$ cat src/rtl/ps2_pkg.sv
// ps2_pkg: shared constants, state encoding and key lookup helpers for the PS/2
// keycode source. Scan codes are PS/2 set 2; output codes are USB-HID usage IDs.
package ps2_pkg;

    // Frame receiver states (plain constants for compatibility with older tools)
    localparam logic [1:0] ST_IDLE   = 2'd0;
    localparam logic [1:0] ST_DATA   = 2'd1;
    localparam logic [1:0] ST_PARITY = 2'd2;
    localparam logic [1:0] ST_STOP   = 2'd3;

    // Prefix bytes
    localparam logic [7:0] PS2_EXT = 8'hE0;
    localparam logic [7:0] PS2_BRK = 8'hF0;

    // Tracked set-2 scan codes
    localparam logic [7:0] SC_A     = 8'h1C;
    localparam logic [7:0] SC_D     = 8'h23;
    localparam logic [7:0] SC_S     = 8'h1B;
    localparam logic [7:0] SC_W     = 8'h1D;
    localparam logic [7:0] SC_SPACE = 8'h29;

    // Matching HID codes
    localparam logic [7:0] HID_NONE  = 8'h00;
    localparam logic [7:0] HID_A     = 8'h04;
    localparam logic [7:0] HID_D     = 8'h07;
    localparam logic [7:0] HID_S     = 8'h16;
    localparam logic [7:0] HID_W     = 8'h1A;
    localparam logic [7:0] HID_SPACE = 8'h2C;

    // Index doubles as the bit position in the held mask; lower index wins fallback
    typedef enum logic [2:0] {
        KeyA     = 3'd0,
        KeyD     = 3'd1,
        KeyS     = 3'd2,
        KeyW     = 3'd3,
        KeySpace = 3'd4,
        KeyNone  = 3'd7
    } key_idx_e;

    function automatic key_idx_e scan_to_idx(input logic [7:0] sc);
        case (sc)
            SC_A:     return KeyA;
            SC_D:     return KeyD;
            SC_S:     return KeyS;
            SC_W:     return KeyW;
            SC_SPACE: return KeySpace;
            default:  return KeyNone;
        endcase
    endfunction

    function automatic logic [7:0] idx_to_hid(input key_idx_e idx);
        case (idx)
            KeyA:     return HID_A;
            KeyD:     return HID_D;
            KeyS:     return HID_S;
            KeyW:     return HID_W;
            KeySpace: return HID_SPACE;
            default:  return HID_NONE;
        endcase
    endfunction

endpackage

$ cat src/rtl/ps2_rx_frame.sv
// ps2_rx_frame: PS/2 device-to-host frame receiver.
//   Clk, Reset          system clock, async active-high reset
//   ps2_clk, ps2_data   raw PS/2 lines, asynchronous to Clk
//   byte_valid          one-cycle pulse per correctly framed byte
//   scan_byte           last correctly framed byte
//   frame_err           one-cycle pulse on start/parity/stop/timeout error
// FILTER_LEN must be at least 2.
module ps2_rx_frame
    import ps2_pkg::*;
#(
    parameter int unsigned FILTER_LEN     = 8,
    parameter int unsigned TIMEOUT_CYCLES = 50000
) (
    input  logic       Clk,
    input  logic       Reset,
    input  logic       ps2_clk,
    input  logic       ps2_data,
    output logic       byte_valid,
    output logic [7:0] scan_byte,
    output logic       frame_err
);

    localparam int unsigned CntW = (TIMEOUT_CYCLES > 2) ? $clog2(TIMEOUT_CYCLES) : 1;
    localparam logic [CntW-1:0] TmoLast = CntW'(TIMEOUT_CYCLES - 1);

    logic                  clk_meta_q, clk_sync_q, data_meta_q, data_sync_q;
    logic [FILTER_LEN-1:0] hist_q, hist_d;
    logic                  filt_q, filt_d;
    logic                  fall;
    logic [1:0]            state_q, state_d;
    logic [2:0]            bit_cnt_q, bit_cnt_d;
    logic [7:0]            shift_q, shift_d;
    logic                  parity_q, parity_d;
    logic [CntW-1:0]       tmo_q, tmo_d;
    logic                  byte_valid_q, byte_valid_d;
    logic [7:0]            scan_byte_q, scan_byte_d;
    logic                  frame_err_q, frame_err_d;

    always_comb begin
        hist_d = {hist_q[FILTER_LEN-2:0], clk_sync_q};
        // Level only moves once the whole history agrees
        filt_d = filt_q;
        if (&hist_q)       filt_d = 1'b1;
        else if (~|hist_q) filt_d = 1'b0;
        fall = filt_q & ~filt_d;

        state_d      = state_q;
        bit_cnt_d    = bit_cnt_q;
        shift_d      = shift_q;
        parity_d     = parity_q;
        tmo_d        = tmo_q;
        byte_valid_d = 1'b0;
        scan_byte_d  = scan_byte_q;
        frame_err_d  = 1'b0;

        case (state_q)
            ST_IDLE: begin
                if (fall) begin
                    if (!data_sync_q) begin
                        state_d   = ST_DATA;
                        bit_cnt_d = 3'd0;
                    end else begin
                        frame_err_d = 1'b1;
                    end
                end
            end
            ST_DATA: begin
                if (fall) begin
                    shift_d   = {data_sync_q, shift_q[7:1]};
                    bit_cnt_d = bit_cnt_q + 3'd1;
                    if (bit_cnt_q == 3'd7) state_d = ST_PARITY;
                end
            end
            ST_PARITY: begin
                if (fall) begin
                    parity_d = data_sync_q;
                    state_d  = ST_STOP;
                end
            end
            default: begin
                if (fall) begin
                    if (data_sync_q && (^{shift_q, parity_q})) begin
                        byte_valid_d = 1'b1;
                        scan_byte_d  = shift_q;
                    end else begin
                        frame_err_d = 1'b1;
                    end
                    state_d = ST_IDLE;
                end
            end
        endcase

        // Inter-edge watchdog; idle line may stay high indefinitely
        if (state_q == ST_IDLE) begin
            tmo_d = '0;
        end else if (fall) begin
            tmo_d = '0;
        end else if (tmo_q == TmoLast) begin
            tmo_d       = '0;
            frame_err_d = 1'b1;
            state_d     = ST_IDLE;
        end else begin
            tmo_d = tmo_q + 1'b1;
        end
    end

    always_ff @(posedge Clk or posedge Reset) begin
        if (Reset) begin
            clk_meta_q   <= 1'b1;
            clk_sync_q   <= 1'b1;
            data_meta_q  <= 1'b1;
            data_sync_q  <= 1'b1;
            hist_q       <= '1;
            filt_q       <= 1'b1;
            state_q      <= ST_IDLE;
            bit_cnt_q    <= 3'd0;
            shift_q      <= 8'h00;
            parity_q     <= 1'b0;
            tmo_q        <= '0;
            byte_valid_q <= 1'b0;
            scan_byte_q  <= 8'h00;
            frame_err_q  <= 1'b0;
        end else begin
            clk_meta_q   <= ps2_clk;
            clk_sync_q   <= clk_meta_q;
            data_meta_q  <= ps2_data;
            data_sync_q  <= data_meta_q;
            hist_q       <= hist_d;
            filt_q       <= filt_d;
            state_q      <= state_d;
            bit_cnt_q    <= bit_cnt_d;
            shift_q      <= shift_d;
            parity_q     <= parity_d;
            tmo_q        <= tmo_d;
            byte_valid_q <= byte_valid_d;
            scan_byte_q  <= scan_byte_d;
            frame_err_q  <= frame_err_d;
        end
    end

    assign byte_valid = byte_valid_q;
    assign scan_byte  = scan_byte_q;
    assign frame_err  = frame_err_q;

endmodule

$ cat src/rtl/ps2_keycode_source.sv
// ps2_keycode_source: PS/2 keyboard to HID keycode bridge for player motion.
//   Clk, Reset          system clock, async active-high reset
//   ps2_clk, ps2_data   raw PS/2 lines
//   keycode             HID code of the active key, 00 when none held
//   held                held mask: bit0 A, bit1 D, bit2 S, bit3 W, bit4 Space
//   byte_valid          one-cycle pulse per correctly framed byte
//   scan_byte           last correctly framed byte
//   frame_err           one-cycle pulse on any framing error
module ps2_keycode_source
    import ps2_pkg::*;
#(
    parameter int unsigned FILTER_LEN     = 8,
    parameter int unsigned TIMEOUT_CYCLES = 50000
) (
    input  logic       Clk,
    input  logic       Reset,
    input  logic       ps2_clk,
    input  logic       ps2_data,
    output logic [7:0] keycode,
    output logic [4:0] held,
    output logic       byte_valid,
    output logic [7:0] scan_byte,
    output logic       frame_err
);

    logic       ext_q, ext_d, brk_q, brk_d;
    logic [4:0] held_q, held_d;
    key_idx_e   last_q, last_d, idx, low_idx;
    logic [7:0] keycode_q, keycode_d;

    ps2_rx_frame #(
        .FILTER_LEN    (FILTER_LEN),
        .TIMEOUT_CYCLES(TIMEOUT_CYCLES)
    ) u_rx (
        .Clk       (Clk),
        .Reset     (Reset),
        .ps2_clk   (ps2_clk),
        .ps2_data  (ps2_data),
        .byte_valid(byte_valid),
        .scan_byte (scan_byte),
        .frame_err (frame_err)
    );

    always_comb begin
        ext_d  = ext_q;
        brk_d  = brk_q;
        held_d = held_q;
        last_d = last_q;
        idx    = scan_to_idx(scan_byte);

        if (frame_err) begin
            ext_d = 1'b0;
            brk_d = 1'b0;
        end else if (byte_valid) begin
            if (scan_byte == PS2_EXT) begin
                ext_d = 1'b1;
            end else if (scan_byte == PS2_BRK) begin
                brk_d = 1'b1;
            end else begin
                // Extended codes alias tracked codes (E0 1C etc.) and are not ours
                if (!ext_q && idx != KeyNone) begin
                    if (brk_q) begin
                        held_d[idx] = 1'b0;
                    end else begin
                        held_d[idx] = 1'b1;
                        last_d      = idx;
                    end
                end
                ext_d = 1'b0;
                brk_d = 1'b0;
            end
        end

        low_idx = KeyNone;
        for (int i = 4; i >= 0; i--) begin
            if (held_d[i]) low_idx = key_idx_e'(3'(i));
        end

        // Computed from next-state so keycode and held move on the same edge
        if (last_d != KeyNone && held_d[last_d]) keycode_d = idx_to_hid(last_d);
        else                                     keycode_d = idx_to_hid(low_idx);
    end

    always_ff @(posedge Clk or posedge Reset) begin
        if (Reset) begin
            ext_q     <= 1'b0;
            brk_q     <= 1'b0;
            held_q    <= 5'b0;
            last_q    <= KeyNone;
            keycode_q <= HID_NONE;
        end else begin
            ext_q     <= ext_d;
            brk_q     <= brk_d;
            held_q    <= held_d;
            last_q    <= last_d;
            keycode_q <= keycode_d;
        end
    end

    assign keycode = keycode_q;
    assign held    = held_q;

endmodule
$ cat config.mk
export PLATFORM = sky130hd
export DESIGN_NAME = ps2_keycode_source
export DESIGN_NICKNAME = d
export VERILOG_FILES = /design/src/rtl/ps2_pkg.sv /design/src/rtl/ps2_rx_frame.sv /design/src/rtl/ps2_keycode_source.sv
export SDC_FILE = /design/constraint.sdc
export NUM_CORES = 1
export LEC_CHECK = 0
export BUFFER_PORTS_ARGS = -buffer_cell sky130_fd_sc_hd__buf_2
export CELL_PAD_IN_SITES_DETAIL_PLACEMENT = 1
export CELL_PAD_IN_SITES_GLOBAL_PLACEMENT = 1
export CORE_MARGIN = 10
export CORE_UTILIZATION = 40
export DETAILED_ROUTE_END_ITERATION = 16
export MAX_ROUTING_LAYER = met4
export PLACE_DENSITY = 0.77
export SYNTH_ARGS = -nofsm -noshare
export SYNTH_HDL_FRONTEND = slang
export SYNTH_SLANG_ARGS = --single-unit
$ cat constraint.sdc
create_clock -name Clk -period 5.4 [get_ports Clk]
set_input_delay 0.27 -clock Clk [delete_from_list [all_inputs] [get_ports Clk]]
set_output_delay 0.27 -clock Clk [all_outputs]
set_load 0.005 [all_outputs]
Yosys cells after proc, flatten, opt, wreduce, memory -nomap -nowiden:

Index checks and enable logic that the tools add are counted.

* register bits after elaboration: 71
* input bits: 4
* output and inout bits: 23
* logic and storage cells: 140

* $add $sub $neg: 2
* $lt $le $gt $ge: 3
* equal/unequal tests: 26
* mux-type cells: 63
* bitwise operators: 6
* reduce and logical (&&, ||, !) cells: 21

Operators with widths (count)
* $pmux W6 S5: 2
* $mux W16: 3
* $mux W3: 13
* $mux W5: 6
* $eq A8 B5 Y1 const B: 3
* $mux W1: 22
* $mux W2: 10
* $add A16 B1 Y16 const B: 1
* $eq A16 B16 Y1 const B: 1
* $eq A8 B6 Y1 const B: 2
* $eq A8 B8 Y1 const B: 2
* $pmux W3 S5: 1
* $eq A3 B2 Y1 const B: 4
* $eq A3 B3 Y1 const B: 3
* $reduce_xor A9 Y1: 1
* $lt A3 B4 Y1 const B: 2
* $mux W8: 1
* $reduce_and A2 Y1: 4
* $reduce_and A8 Y1: 1
* $reduce_or A8 Y1: 1
* $eq A3 B1 Y1 const B: 2
* $logic_not A3 Y1: 2
* $ne A2 B1 Y1 const B: 3
* $ne A3 B3 Y1 const B: 2
* 24 further kinds: 29

Longest topological paths before layout:

* word-level depth: 22
* depth in mapped cells: 10
* mapped depth without buffers: 8

Cells and area by module:

From an unflattened synthesis, not the netlist that was laid out.

* cells, all modules: 289
* area total of the unflattened synthesis: 3388.2 µm²

Modules (own cells, without submodules)
* ps2_rx_frame: instances 1, cells each 186, area each 2306.0 µm², seq. area each 1342.5 µm²
* ps2_keycode_source: instances 1, cells each 103, area each 1082.3 µm², seq. area each 404.1 µm²

Least setup slack after synthesis:

No wires, ideal clock.

* path kind: register -> register
* start: register u_rx.byte_valid_q (netlist: u_rx.byte_valid)
* end: register keycode_q[2] (netlist: keycode[2])
* library setup time: 125 ps
* arrival time: 2830 ps
* data required time: 5275 ps
* slack: 2445 ps
* stages on the path, launching flop included: 10
* path buffers: 1
* clock period less this slack: 2955 ps
* cell sequence: dfrtp_1 or3b_1 buf_2 or3_4 and4bb_1 mux2i_1 clkinv_1 o2111ai_1 and3_4 mux2_4

* elaborated cells between the ends (all ways): 26
* classes of those cells: eq/ne (9); mux (14); reduce/logical (3)

RTL lines
* from (decl): line ps2_rx_frame.sv:35 `logic byte_valid_q, byte_valid_d;`
* from (signal assigned): line ps2_rx_frame.sv:135 `byte_valid_q <= byte_valid_d;`
* $mux W5 (*): line ps2_keycode_source.sv:54 `end else if (byte_valid) begin`
* $mux W5 (*): line ps2_keycode_source.sv:51 `if (frame_err) begin`
* net held_d[3]: line ps2_keycode_source.sv:27 `logic [4:0] held_q, held_d;`
* $mux W3 (4 in series): line ps2_keycode_source.sv:76 `if (held_d[i]) low_idx = key_idx_e'(3'(i));`
* $eq A3 B3 Y1, or another cell as far along: line ps2_pkg.sv:52 `case (idx)`
* $pmux W6 S5: line ps2_pkg.sv:52
* $mux W8 (*): line ps2_keycode_source.sv:80 `if (last_d != KeyNone && held_d[last_d]) keycode_d = idx_to_hid(last_d);`
* net keycode_d[2]: line ps2_keycode_source.sv:29 `logic [7:0] keycode_q, keycode_d;`
* to (signal assigned): line ps2_keycode_source.sv:96 `keycode_q <= keycode_d;`
* to (decl): line ps2_keycode_source.sv:29

The timed path passes the listed nets; every way through them passes the cells marked *. The select of a mux whose other input is x is not followed.
A chain may end at the register's enable or synchronous reset.

Worst setup path after layout:

Same ends and word-level chain as after synthesis.

==> results by group <==
Run status
  – Status: completed

Timing
  – Final Critical Period: 3280 ps
  – Max-slew violation count: 0
  – Setup Skew: 13.3 ps
  – Worst hold margin: 163 ps
  – Setup TNS: 0 ps
  – Final Hold Viols: 0
  – RSZ-0062 raised after global routing: false
  – Tightest Pin Transition: 877 ps
  – Fin worst setup slack: 2120 ps
  – Tcrit/Tclk final: 0.608
  – Fmax: 0.305 GHz
  – Rel. slew slack: 0.415
  – Final setup viols: 0

Synth
  – Async set-reset flop share out of synthesis: 1.00
  – Sequential area share after synthesis: 0.520
  – Mapped Area: 3360 µm²
  – Mapped Cells: 302
  – Synthesized area per cell: 11.1 µm²
  – Yosys cell types: 66
  – Synth Flop Type: dfrtp_1
  – Yosys Warn Count: 0
  – Yosys reg bits: 69
  – Number of synthesized flops with an enable pin: 0

CTS
  – Post_cts resized: 0
  – Post-CTS setup buffers: 0
  – Htree depth: 3
  – Clk_lat worst skew: 360 ps
  – Clk slew on worst S/H paths: 80 ps
  – TritonCTS clock tree: built
  – CTS Root Cell: clkbuf_8
  – Clock Sinks: 69
  – CTS Hold Buffers Added: 2
  – Clock tree buffer depth: 2
  – CTS Buf Count: 9

Final layout
  – Multi-input logic area: 1500 µm²
  – Area Growth Syn to Fin: 14.2%
  – Final design utilization: 0.467
  – Finished Cell Area: 3840 µm²
  – Register area: 1750 µm²
  – Finished Layout Cells: 439
  – Commonest non-fill, non-tap cell in the layout: dfrtp_1
  – # nets final: 341
  – Most frequent cells in the layout: 53 x dfrtp_1, 27 x nor2_1, 24 x buf_2
  – Diodes inserted: 0
  – Fill cell count: 905
  – Share of cells above drive strength 1: 0.269

Detailed routing
  – DRT Pass-1 Iters: 4
  – Total Wirelength: 7390 µm
  – Met3 Routed Length: 327 µm
  – Via/cell ratio: 5.35
  – Iter 0 DRT Violations: 129
  – Via Count: 2,349
  – Routed wl met2: 3670 µm
  – Drt wl/cell: 16.8 µm
  – DRC Markers: 0
  – DR top layer: met4
  – Wl on met1: 3320 µm
  – Routed Antenna Nets: 0

Power
  – Power per standard cell area: 305 nW/µm²
  – Worst-case vdd ir drop: 180 µV
  – Total power: 1.17 mW
  – Leak pwr: 1.74 nW

GRT
  – All-Layer GR Usage: 0.125
  – Initial antenna violation count: 0
  – Pin count of the biggest net entering global routing: 70
  – First-pass GRT wire length: 12,700 µm
  – Number of global-route vias before repair: 2,550
  – GR Overflow Total: 0

Placed design
  – Area of placed instances: 3570 µm²
  – DP Worst Slack: 2160 ps
  – Port Buffers: 24
  – GP Congestion: 0.854
  – Placed cells: 421
  – DP Wirelength: 5210 µm

Floorplanning
  – Core area: 8220 µm²
  – Die width: 112 µm
  – Starting Density: 0.409
  – Row count: 33
  – I/O Pins: 27
  – Die Area: 12,500 µm²
  – Die Y: 112 µm

Setup path
  – Max FO, Critical Path: 6
  – Worst EP arrival: 3520 ps
  – Worst setup SP type: flip-flop
  – Worst setup endpoint: keycode[2]$_DFF_PP0_
  – WS Path Type: reg -> reg
  – R2r endpoint: keycode[2]$_DFF_PP0_
  – Worst path required time: 5640 ps
  – Reg2Reg Setup Slack: 2120 ps
  – Reg2reg path depth: 8
  – Crit. End Element: flip-flop
  – Worst r2r src: u_rx.byte_valid$_DFF_PP0_
  – CP startpoint: u_rx.byte_valid$_DFF_PP0_

Run
  – # Max-Cap Violations: 0

Min path
  – Worst Hold Class: in -> async
## critical path: stages, from the launching register on
cell and delay (ps):
dfrtp_1 440, or3b_1 470, or3_4 450, and4bb_1 300
mux2i_1 420, clkinv_1 210, o2111ai_1 330, and3_4 260
mux2_4 300
## cells in the mapped netlist (8+ instances only)
master / instances / area [µm²]
xnor2_1: 14 / 123
nor2_1: 27 / 101
inv_1: 10 / 37.5
dfrtp_1: 53 / 1330
nand2_1: 21 / 78.8
mux2_2: 20 / 225
dfstp_2: 16 / 420
ha_1: 8 / 100
xor2_1: 9 / 78.8
a21oi_1: 8 / 40.0
nand3_1: 10 / 50.1
## sequential cells by signal (all words and copies together), names as in the netlist, 2 cells and up
register / cells
keycode: 6
u_rx.shift_q: 8
u_rx.bit_cnt_q: 3
held: 5
u_rx.hist_q: 8
last_q: 3
u_rx.tmo_q: 16
u_rx.state_q: 2
u_rx.scan_byte: 8
## kinds of logic after synthesis
kind of cell,count (synthesis),share of synthesized area
xor gates and xnor gates,23,0.0599
and+or+nand+nor,109,0.184
DFF,69,0.520
adders and majority gates,8,0.0298
AOI/OAI and AO/OA,41,0.0871
buffers and inverters,26,0.0343
muxes,25,0.0845
other,1,0.00112
## routing by layer
metal,GRT usage,vias to the layer above
met5,-,-
met4,0.0377,0
met3,0.0456,7
met2,0.198,38
met1,0.146,1187
li1,-,1117
## cell type report
cell class              instances  share of cell area
clock buffers                  11              0.0368
clock inverters                 5              0.0277
inverters                      13              0.0140
multi-input cells             208               0.392
flip-flops and latches         69               0.455
well taps                     105              0.0342
repair buffers                 28              0.0404
## how the worst min path moves through the flow
stage,slack [ps],endpoint
after global placement,350,u_rx.data_sync_q$_DFF_PP1_
after CTS,190,u_rx.scan_byte[4]$_DFFE_PP0P_
final,160,keycode[3]$_DFF_PP0_
after global routing,240,keycode[3]$_DFF_PP0_
after floorplan,270,u_rx.clk_meta_q$_DFF_PP1_
after detailed placement,350,u_rx.data_sync_q$_DFF_PP1_
## report_power, final
part / switching [mW] / internal (mW) / total (mW)
clock network: 0.201 / 0.321 / 0.522
logic: 0.0707 / 0.0302 / 0.101
registers: 0.0116 / 0.536 / 0.548
total: 0.283 / 0.888 / 1.17
No activity file was read; power rests on OpenSTA's default activity.
